File: config.mk
export PLATFORM = sky130hd
export DESIGN_NAME = display_scan_ctrl
export DESIGN_NICKNAME = d
export VERILOG_FILES = /design/src/rtl/display_scan_ctrl.sv
export SDC_FILE = /design/constraint.sdc
export NUM_CORES = 1
export LEC_CHECK = 0
export ABC_AREA = 1
export CORE_MARGIN = 1.5
export CORE_UTILIZATION = 53
export CTS_BUF_LIST = sky130_fd_sc_hd__clkbuf_4 sky130_fd_sc_hd__clkbuf_8
export DETAILED_ROUTE_END_ITERATION = 6
export PLACE_DENSITY = 0.79
export SLEW_MARGIN = 10
export SYNTH_ARGS = -nofsm -noshare
export SYNTH_HDL_FRONTEND = slang
export SYNTH_SLANG_ARGS = --single-unit
File: constraint.sdc
create_clock -name clk -period 2.2 [get_ports clk]
set_input_delay 0.66 -clock clk [delete_from_list [all_inputs] [get_ports clk]]
set_output_delay 0.66 -clock clk [all_outputs]
set_load 0.02 [all_outputs]
File: src/rtl/display_scan_ctrl.sv
// Time-multiplexed scan controller for an N-digit common-anode 7-segment display.
// Shares one hex nibble path across digits; a shadow register allows tear-free updates.
module display_scan_ctrl #(
  parameter int N_DIGITS     = 8,
  parameter int REFRESH_DIV  = 100000,
  parameter int BLANK_CYCLES = 2000
) (
  input  logic                  clk,
  input  logic                  rst_n,
  input  logic [4*N_DIGITS-1:0] value_in,
  input  logic [N_DIGITS-1:0]   dp_in,
  input  logic                  load,
  input  logic [N_DIGITS-1:0]   digit_en,
  output logic [3:0]            hex_digit,
  output logic [N_DIGITS-1:0]   an,
  output logic                  dp_n,
  output logic                  frame_tick,
  output logic                  pending
);

  localparam int CNT_W = $clog2(REFRESH_DIV);
  localparam int IDX_W = (N_DIGITS > 1) ? $clog2(N_DIGITS) : 1;
  localparam logic [CNT_W-1:0] LAST_CNT  = CNT_W'(REFRESH_DIV - 1);
  localparam logic [CNT_W-1:0] BLANK_CNT = CNT_W'(BLANK_CYCLES);
  localparam logic [IDX_W-1:0] LAST_IDX  = IDX_W'(N_DIGITS - 1);

  typedef enum logic {GUARD, SHOW} state_t;

  state_t                state, nxt_state;
  logic [CNT_W-1:0]      cnt, nxt_cnt;
  logic [IDX_W-1:0]      idx, nxt_idx;
  logic [4*N_DIGITS-1:0] active, shadow, nxt_active;
  logic [N_DIGITS-1:0]   active_dp, shadow_dp, nxt_active_dp;
  logic [N_DIGITS-1:0]   nxt_an;
  logic                  nxt_dp_n;
  logic [3:0]            nxt_hex;
  logic                  slot_end, frame_end;

  // Outputs are derived from next-state values so the registered outputs line
  // up with the counter/index they describe in the same cycle.
  always_comb begin
    slot_end      = (cnt == LAST_CNT);
    frame_end     = slot_end && (idx == LAST_IDX);
    nxt_cnt       = slot_end ? '0 : cnt + 1'b1;
    nxt_idx       = idx;
    if (frame_end)
      nxt_idx = '0;
    else if (slot_end)
      nxt_idx = idx + 1'b1;

    nxt_state = state;
    case (state)
      GUARD: nxt_state = (nxt_cnt == BLANK_CNT) ? SHOW : GUARD;
      SHOW:  nxt_state = slot_end ? GUARD : SHOW;
      default: nxt_state = GUARD;
    endcase

    nxt_active    = active;
    nxt_active_dp = active_dp;
    if (frame_end && load) begin
      nxt_active    = value_in;
      nxt_active_dp = dp_in;
    end else if (frame_end && pending) begin
      nxt_active    = shadow;
      nxt_active_dp = shadow_dp;
    end

    nxt_an = '1;
    if (nxt_state == SHOW && digit_en[nxt_idx])
      nxt_an[nxt_idx] = 1'b0;
    nxt_dp_n = !(nxt_state == SHOW && nxt_active_dp[nxt_idx] && digit_en[nxt_idx]);
    nxt_hex  = nxt_active[{nxt_idx, 2'b00} +: 4];
  end

  always_ff @(posedge clk or negedge rst_n) begin
    if (!rst_n) begin
      state      <= GUARD;
      cnt        <= '0;
      idx        <= '0;
      active     <= '0;
      active_dp  <= '0;
      shadow     <= '0;
      shadow_dp  <= '0;
      pending    <= 1'b0;
      an         <= '1;
      dp_n       <= 1'b1;
      hex_digit  <= '0;
      frame_tick <= 1'b0;
    end else begin
      state      <= nxt_state;
      cnt        <= nxt_cnt;
      idx        <= nxt_idx;
      active     <= nxt_active;
      active_dp  <= nxt_active_dp;
      an         <= nxt_an;
      dp_n       <= nxt_dp_n;
      hex_digit  <= nxt_hex;
      frame_tick <= frame_end;
      if (load) begin
        shadow    <= value_in;
        shadow_dp <= dp_in;
      end
      // A load on the boundary edge goes straight to active, so pending clears either way.
      if (frame_end)
        pending <= 1'b0;
      else if (load)
        pending <= 1'b1;
    end
  end

endmodule
# --- Word-level counts from Yosys, hierarchy flattened ---
# Index checks and enable logic that the tools add are counted.
totals:
  register_bits: 116
  input_bits: 51
  out_inout_bits: 15
op_classes:
  add_sub_neg: 2
  magnitude_cmp: 2
  n_eq_ne: 3
  shifts: 1
  n_mux: 19
  n_bitwise: 2
  n_reduce_logical: 9
ops:
  columns: ["operator", "count"]
  rows:
  - ["$mux W32", 2]
  - ["$shiftx A32 B6 Y4", 1]
  - ["$mux W8", 3]
  - ["$add A17 B1 Y17 const B", 1]
  - ["$eq A17 B11 Y1 const B", 1]
  - ["$eq A17 B17 Y1 const B", 1]
  - ["$mux W17", 1]
  - ["$not A8 Y8", 1]
  - ["$logic_and A1 B1 Y1", 7]
  - ["$mux W1", 7]
  - ["$bmux W1 S3", 2]
  - ["$mux W3", 2]
  - ["$lt A3 B4 Y1 const B", 1]
  - ["$add A3 B1 Y3 const B", 1]
  - ["$demux W1 S3", 1]
  - ["$eq A3 B3 Y1 const B", 1]
  - ["$ge A3 B1 Y1 const B", 1]
  - ["$pmux W1 S2", 1]
  - ["$reduce_bool A2 Y1", 1]
  - ["$logic_not A1 Y1", 1]
  - ["$not A1 Y1", 1]

# --- Logic depth before layout (Yosys ltp) ---
# Gate-level depths: netlist of run 1.
logic_depth:
  depth_word: 10
  depth_mapped: 18
  ltp_nobuf: 17

# --- Least setup slack after synthesis of run 1 ---
# OpenSTA, ideal clock, no wires.
synth_timing:
  kind: "reg-to-reg"
  start: "register idx[0]"
  end: "register dp_n"
  t_arrival_ns: 2.072
  required_time_ns: 2.118
  slack_ns: 0.046
  path_stages_with_launch: 17
  n_path_buf: 2
  cell_sequence: "dfrtp_1 ha_1 ha_1 buf_2 inv_1 nand2_1 nand2_1 nand2_1 buf_2 nand2_1 nand2_1 nand2_1 nand2_1 nand2_1 nand2_1 a21oi_4 nand2_1"
synth_between:
  elab_chain_len: 10
synth_lines:
  columns: ["item", "line", "source"]
  rows:
  - ["start, declared", "31", "logic [IDX_W-1:0] idx, nxt_idx;"]
  - ["start signal, assigned", "92", "idx <= nxt_idx;"]
  - ["branches (longest 8 deep; another with $add A3 B1 Y3)", null, null]
  - ["$logic_and A1 B1 Y1 (*)", "71", "nxt_dp_n = !(nxt_state == SHOW && nxt_active_dp[nxt_idx] && digit_en[nxt_idx]);"]
  - ["$logic_not A1 Y1 (*)", "71", null]
  - ["net nxt_dp_n", "35", "logic nxt_dp_n;"]
  - ["end signal, assigned", "96", "dp_n <= nxt_dp_n;"]
  - ["end, declared", "16", "output logic dp_n,"]
# Mark *: on every way through the listed nets, which the timed path passes. The select of a mux whose other input is x is not followed.
# A chain may end at the register's enable or synchronous reset.

# --- Worst setup path in the final report of run 1 ---
layout_timing:
  start: "register cnt[1]"
  end: "register an[7]"
layout_between:
  elab_chain_len: 9
layout_lines:
  columns: ["item", "line", "source"]
  rows:
  - ["start, declared", "30", "logic [CNT_W-1:0] cnt, nxt_cnt;"]
  - ["start signal, assigned", "91", "cnt <= nxt_cnt;"]
  - ["branches (longest 8 deep; another with $add A17 B1 Y17)", null, null]
  - ["$mux W8 (*)", "69", "if (nxt_state == SHOW && digit_en[nxt_idx])"]
  - ["net nxt_an[7]", "34", "logic [N_DIGITS-1:0] nxt_an;"]
  - ["end signal, assigned", "95", "an <= nxt_an;"]
  - ["end, declared", "15", "output logic [N_DIGITS-1:0] an,"]
# Marks and branches as above.

==> run metrics, run 1 <==
Async S/R FF share, synth 100%; M2 GR Usage between 40% and 50%; layout cells sized above 1 approximately a fifth; initial cell density of the core 54.5%; Critical Path AT about 2.6 ns; actual slew at the worst max-slew pin approximately 0.71 ns; Worst VDD drop between 500 and 600 µV; Synth area leader dfrtp_1; drt first pass iters 5; fmax 0.448 GHz; Inserted Diodes 0; all-layer global routing usage 28.0%; CTS clk-pin slew, worst paths 0.07 ns; yosys warns 0; GRT overflow 0; number of synthesized register bits around 120; row cnt 38; final count of hold timing violations 0; Synth area leaders dfrtp_1 (45%), nand2_1 (13%), inv_1 (5.7%); Nets roughly 900; largest net degree at the start of global routing between 70 and 80; routability cong. between 0.8 and 0.9; dominant synthesized flop cell dfrtp_1; die area 0.0118 mm²; top cell type's share of synthesized area 45.3%; number of CTS-inserted buffers 17; class of the worst hold path input port to async pin; cells after synthesis 729; Starting DRT DRC Count 400; IO Port Bufs 65; Max-Cap Viols 0; RSZ-0062 raised after global routing yes; dpl cell area between 0.006 and 0.007 mm²; Routed WL ~16000 µm; Slew Limit Fails 0; met1 usage 36.5%; final setup skew about 0.0097 ns; routing usage on met3 approximately 7.2%; clock latency on the worst-skew pair approximately 0.44 ns; CTS sink cnt approximately 120; Routed Antenna Nets 0; Unique masters post-synth 37; post-synthesis sequential area ratio about half; Setup WS post-layout -0.0311 ns; LEAKAGE 0.00383 µW; clock buffer depth 2; critical path class register to register; Placed Instances 950; die width ~110 µm; Via density between 5 and 6; average size of a mapped cell ~8.1 µm²; Layout area overhead 30.6%; Power Density between 500 and 600 mW/mm²; top-count cell post-synth nand2_1; I/O Pins 66; cell area after layout between 0.007 and 0.008 mm²; failing checks negative setup slack; vias in the first global route 5207; CTS tree done; min cycle time layout 2.23 ns; H-Tree Level Count 4; hpwl dp around 10000 µm; CP Data Required Time about 2.6 ns; status complete, but fails checks; Rel. slew slack 52.9%; Tcrit/Tclk final 101%; first-pass GRT wire length around 25000 µm; Finished Layout Cells 1000; CP endpoint kind register; DRC Markers 0; synthesized area around 0.006 mm²; Worst Path Max Fanout 5; Critical Path Start Type register; Die Ht between 100 and 150 µm; hold buffers post-CTS 0; # setup viols final 5; Post-synth EDFFs 0; syn_nets between 700 and 800; Core Area between 0.01 and 0.015 mm²; top cells by count, synth nand2_1 (211), dfrtp_1 (107), inv_1 (90); detailed-route wire length per cell 15.6 µm; clock root cell clkbuf_8; vias post-DR ~5400; grt peak-use layer met2; antenna violations before repair 0
worst max-delay path: stages (launching register included):
cell     delay (ns)
dfrtp_1        0.38
ha_2           0.20
buf_4          0.14
or2_2          0.28
nand2_1        0.09
nand2_1        0.05
nor2_1         0.13
nand2_2        0.07
nor2_1         0.09
nand3_1        0.08
nor2_2         0.17
nand3_4        0.13
a21oi_4        0.23
nand2_1        0.10
per-layer routing:
| metal | up-vias | part of all wire (%) |
|---|---|---|
| met2 | 222 | 51 |
| li1 | 2565 | - |
| met3 | 28 | 7.0 |
| met5 | - | 0 |
| met4 | 0 | 1.9 |
| met1 | 2617 | 41 |
power by group:
part	leakage, µW	total (µW)	internal, µW	switching, µW
Clock	0.000190	1900	1010	885
Combinational	0.00232	276	128	148
Sequential	0.00132	2220	2200	23.7
Total	0.00383	4400	3340	1060
per-stage QoR:
stage	power, µW	utilization [%]	setup WS [ns]	TNS, ns	hold slack [ns]
floorplan	2350	-	0.0459	0	0.364
finish	4400	71.2	-0.0311	-0.0910	0.190
global placement	2520	64.4	-0.0203	-0.0203	0.491
global route	4540	71.2	-0.190	-1.98	0.201
detailed placement	2530	64.4	-0.105	-0.738	0.497
CTS	4420	68.8	0.00347	0	0.193
cells by family after synthesis:
family / count (synthesis) / synth area share (%)
simple gates: 393 / 30.3
buf+inv: 122 / 8.84
flops: 116 / 49.3
compound gates: 85 / 9.18
mux: 7 / 1.33
xor+xnor: 3 / 0.444
fa+ha+maj: 3 / 0.635
path summary, 6_finish.rpt:
| path | from | to | slack (ns) | cells past startpoint |
|---|---|---|---|---|
| max | cnt[1]$_DFF_PN0_ | an[7]$_DFF_PN1_ | -0.03 | 13 |
| min reg2reg | shadow[12]$_DFFE_PN0P_ | shadow[12]$_DFFE_PN0P_ | 0.51 | 1 |
| min | rst_n | cnt[10]$_DFF_PN0_ | 0.19 | 1 |
| max in group asynchronous | rst_n | frame_tick$_DFF_PN0_ | 1.43 | 2 |
| min in group clk | shadow[12]$_DFFE_PN0P_ | shadow[12]$_DFFE_PN0P_ | 0.51 | 1 |
| max reg2reg | cnt[1]$_DFF_PN0_ | an[7]$_DFF_PN1_ | -0.03 | 13 |
state kept, by name (all words and copies together), names as in the netlist:
name,cells
active,32
active_dp,8
an,8
cnt,17
dp_n,1
frame_tick,1
hex_digit,4
idx,3
pending,1
shadow,32
shadow_dp,8
state,1
cells in the final DEF, fill, tap and decap left out, types with 6 or more instances in the layout:
cell             netlist  layout
nand2_1              211     198
dfrtp_1              107     107
inv_1                 90      87
nand3_1               59      55
clkdlybuf4s50_1        0      53
buf_4                  2      43
nor2_1                49      40
o211ai_1              35      35
o21ai_0               35      34
clkbuf_8               0      21
and2_1                20      20
or2_1                 14      14
nor2_2                 3      12
nand2_2                5      12
dlygate4sd2_1          0      10
dfstp_2                9       9
buf_6                  7       9
nand4_1                8       8
buf_12                 0       8
nand2_4                2       7
nand3b_1               7       7
mux2_2                 7       7
inv_2                  3       6
o21a_1                 6       6
repair_timing:
action                     4_1_cts  5_1_grt
setup buffers                    4       11
cloned                           2        2
hold endpoints to repair         0        0
resized for setup               20       42
setup endpoints to repair       23       15
pin swaps                        5       24
area by class of cell:
cell class	count	area (µm²)
timing repair buffer	127	1280
tap	140	175
clock buffer	21	289
multi-input combinational	492	2610
inverter	93	349
sequential	116	2910
clock inverter	11	101
fill	780	3120
No activity file was read; power rests on OpenSTA's default activity.
==> inputs of run 2 (changes only) <==
PLACE_DENSITY = 0.77   (was 0.79)
clock period = 1.9 ns   (was 2.2 ns; I/O delays follow)
==> run 2 against run 1 <==
Effect of this change: the run still ends with negative setup slack left; non-clock buffer count grew 67; sequential power grew 16%; utilization grew 6.8 points; sequential share of layout area shrank 3.3 points; clock skew shrank 0.0021 ns; worst setup slack lost 0.43 ns; sequential cell count is the same; clock-buffer cell count grew 2.
==> run metrics, run 2 (synthesis results as in run 1) <==
Via density 5.43 (-0.10%); # setup viols final 51 (+46); initial cell density of the core 54.5% (unchanged); P_int 4000 µW (+20%); Power Density 617 mW/mm² (+8.5%); Rel. slew slack 52.6% (-0.31 points); Setup WS post-layout -0.463 ns (-0.432 ns); layout cells sized above 1 28.6% (+9.5 points); Placed Instances 1014 (+6.7%); Sequential Power Share 49.4% (-1.2 points); CP Data Required Time 2.28 ns (-0.27 ns); all-layer global routing usage 31.1% (+3.0 points); CTS sink cnt 116 (unchanged); Worst VDD drop 556 µV (+9.0%); worst-path cell chain ha_2 > nand2_4 > nor2_4 > nand3_2 > nor2_2 > buf_6 > nand3_4 > buf_12 > clkbuf_16 > nand2_4 > nand3_4 > nand3_2 > nand2_1 > inv_1 > nand2_1 > nor2_1 > nand2_1; Tcrit/Tclk final 124% (+23 points); Core Area 0.0108 mm² (unchanged); cell area after layout 0.00845 mm² (+9.5%); class of the worst hold path input port to async pin; final setup skew 0.00756 ns (-0.00210 ns); number of CTS-inserted buffers 17 (unchanged); largest net degree at the start of global routing 75 (unchanged); CP endpoint kind register; CP max-delay cell dfrtp_1; min cycle time layout 2.36 ns (+0.132 ns); Layout area overhead 43.0%; Starting DRT DRC Count 459 (+15%); CTS clk-pin slew, worst paths 0.07 ns (about the same); routed wl met2 9210 µm (+17%); Finished Layout Cells 1067 (+6.7%); most frequent cells in the layout nand2_1 (185), dfrtp_1 (107), buf_4 (106); die area 0.0118 mm² (unchanged); clock latency on the worst-skew pair 0.45 ns (about the same); GRT overflow 0 (unchanged); net load switching power 1220 µW (+15%); die width 109 µm (unchanged); Worst Path Max Fanout 6 (+1); failing checks negative setup slack; most common cell after layout, fill and taps aside nand2_1; Combinational Power Share 6.3% (about the same); Inserted Diodes 0 (unchanged); I/O Pins 66 (unchanged); CP bufs+invs 4 (+3); multi-input logic area 0.00277 mm² (+6.1%); drt first pass iters 5 (unchanged); DRC Markers 0 (unchanged); WL met1 7480 µm (+18%); actual slew at the worst max-slew pin 0.711 ns (+0.00470 ns); first-pass GRT wire length 27400 µm (+10%); fmax 0.423 GHz (-5.6%); final count of hold timing violations 0 (unchanged); largest registers active: 32 flops, shadow: 32 flops, cnt: 17 flops; Nets 968 (+7.4%); Max-Cap Viols 0 (unchanged); CTS tree done; switching part of the total 23.3% (-0.69 points); Fillers 701 (-10%); Critical Path Start Type register; Routed Antenna Nets 0 (unchanged); status complete, but fails checks; IO Port Bufs 65 (unchanged); cell mode on critical path nand2_1; clock root cell clkbuf_8; hpwl dp 11500 µm (+11%); Setup WS pre-CTS -0.347 ns (-0.243 ns); slowest cell delay on critical path 0.36 ns (-0.02 ns); H-Tree Level Count 4 (unchanged); LEAKAGE 0.00423 µW (+10%); vias post-DR 5790 (+6.6%); clock buffer depth 2 (unchanged); detailed-route wire length per cell 17.3 µm (+11%); row cnt 38 (unchanged); dpl cell area 0.00747 mm² (+7.0%); Die Ht 109 µm (unchanged); routability cong. 0.904 (+5.8%); Critical Path AT 2.74 ns (+0.16 ns); Hold WS 0.0497 ns (-0.140 ns); met3 wire len 1160 µm (+6.0%); Routed WL 18500 µm (+19%); vias in the first global route 5514 (+5.9%); Crit path max-delay family simple AND/OR/NAND/NOR gates; RSZ-0062 raised after global routing yes; Slew Limit Fails 0 (unchanged); Clk pwr share 44.2% (+1.1 points); FF/Latch Area 0.00291 mm² (unchanged); top layer in use met4; antenna violations before repair 0 (unchanged); critical path class register to register
## run 2: power by group through the flow
stage          clock network [µW]  registers, µW  logic [µW]
2_1_floorplan                   0           2610         108
3_3_place_gp                    0           2620         312
3_5_place_dp                    0           2620         322
4_1_cts                      2320           2580         326
5_1_grt                      2440           2580         362
6_report                     2310           2580         329
## run 2: what timing repair did
action / in CTS / in global routing
resized for setup: 62 / 57
endpoints found under the setup margin: 58 / 57
setup buffers: 13 / 4
pin swaps: 17 / 39
hold buffers: 0 / 0
gates cloned: 5 / 2
## run 2: per-stage QoR
stage	util [%]	TNS [ns]	power (µW)
after global routing	78.0	-17.52	5380
after global placement	68.9	-3.69	2930
after detailed placement	68.9	-5.54	2940
after CTS	75.8	-6.00	5220
final	78.0	-10.97	5220
after floorplan	-	-0.382	2720
## run 2: path summary, 6_finish.rpt
path	from	endpoint	slack [ns]	depth (start not counted)
max	cnt[0]$_DFF_PN0_	dp_n$_DFF_PN1_	-0.46	17
min	rst_n	cnt[8]$_DFF_PN0_	0.05	1
max reg2reg	cnt[0]$_DFF_PN0_	dp_n$_DFF_PN1_	-0.46	17
min reg2reg	shadow[4]$_DFFE_PN0P_	shadow[4]$_DFFE_PN0P_	0.51	1
min in group clk	shadow[4]$_DFFE_PN0P_	shadow[4]$_DFFE_PN0P_	0.51	1
max in group asynchronous	rst_n	an[6]$_DFF_PN1_	1.29	2
## run 2: layout make-up
class | count | share of cell area (%)
Inverter | 93 | 4.26
Tap cell | 140 | 2.07
Multi-Input combinational cell | 492 | 32.7
Sequential cell | 116 | 34.5
Timing Repair Buffer | 194 | 21.7
Clock buffer | 23 | 3.52
Clock inverter | 9 | 1.21
## run 2: per-layer routing
metal / GRT usage, % / vias to the layer above
met5: 0 / -
met4: 13.8 / 0
met3: 8.67 / 58
met2: 50.9 / 241
met1: 38.3 / 2780
li1: - / 2711
==> inputs of run 3 (changes only) <==
CAP_MARGIN = 20   (was not set)
==> results of run 3 <==
No change in the layout: final DEF, timing and power equal those of run 2.
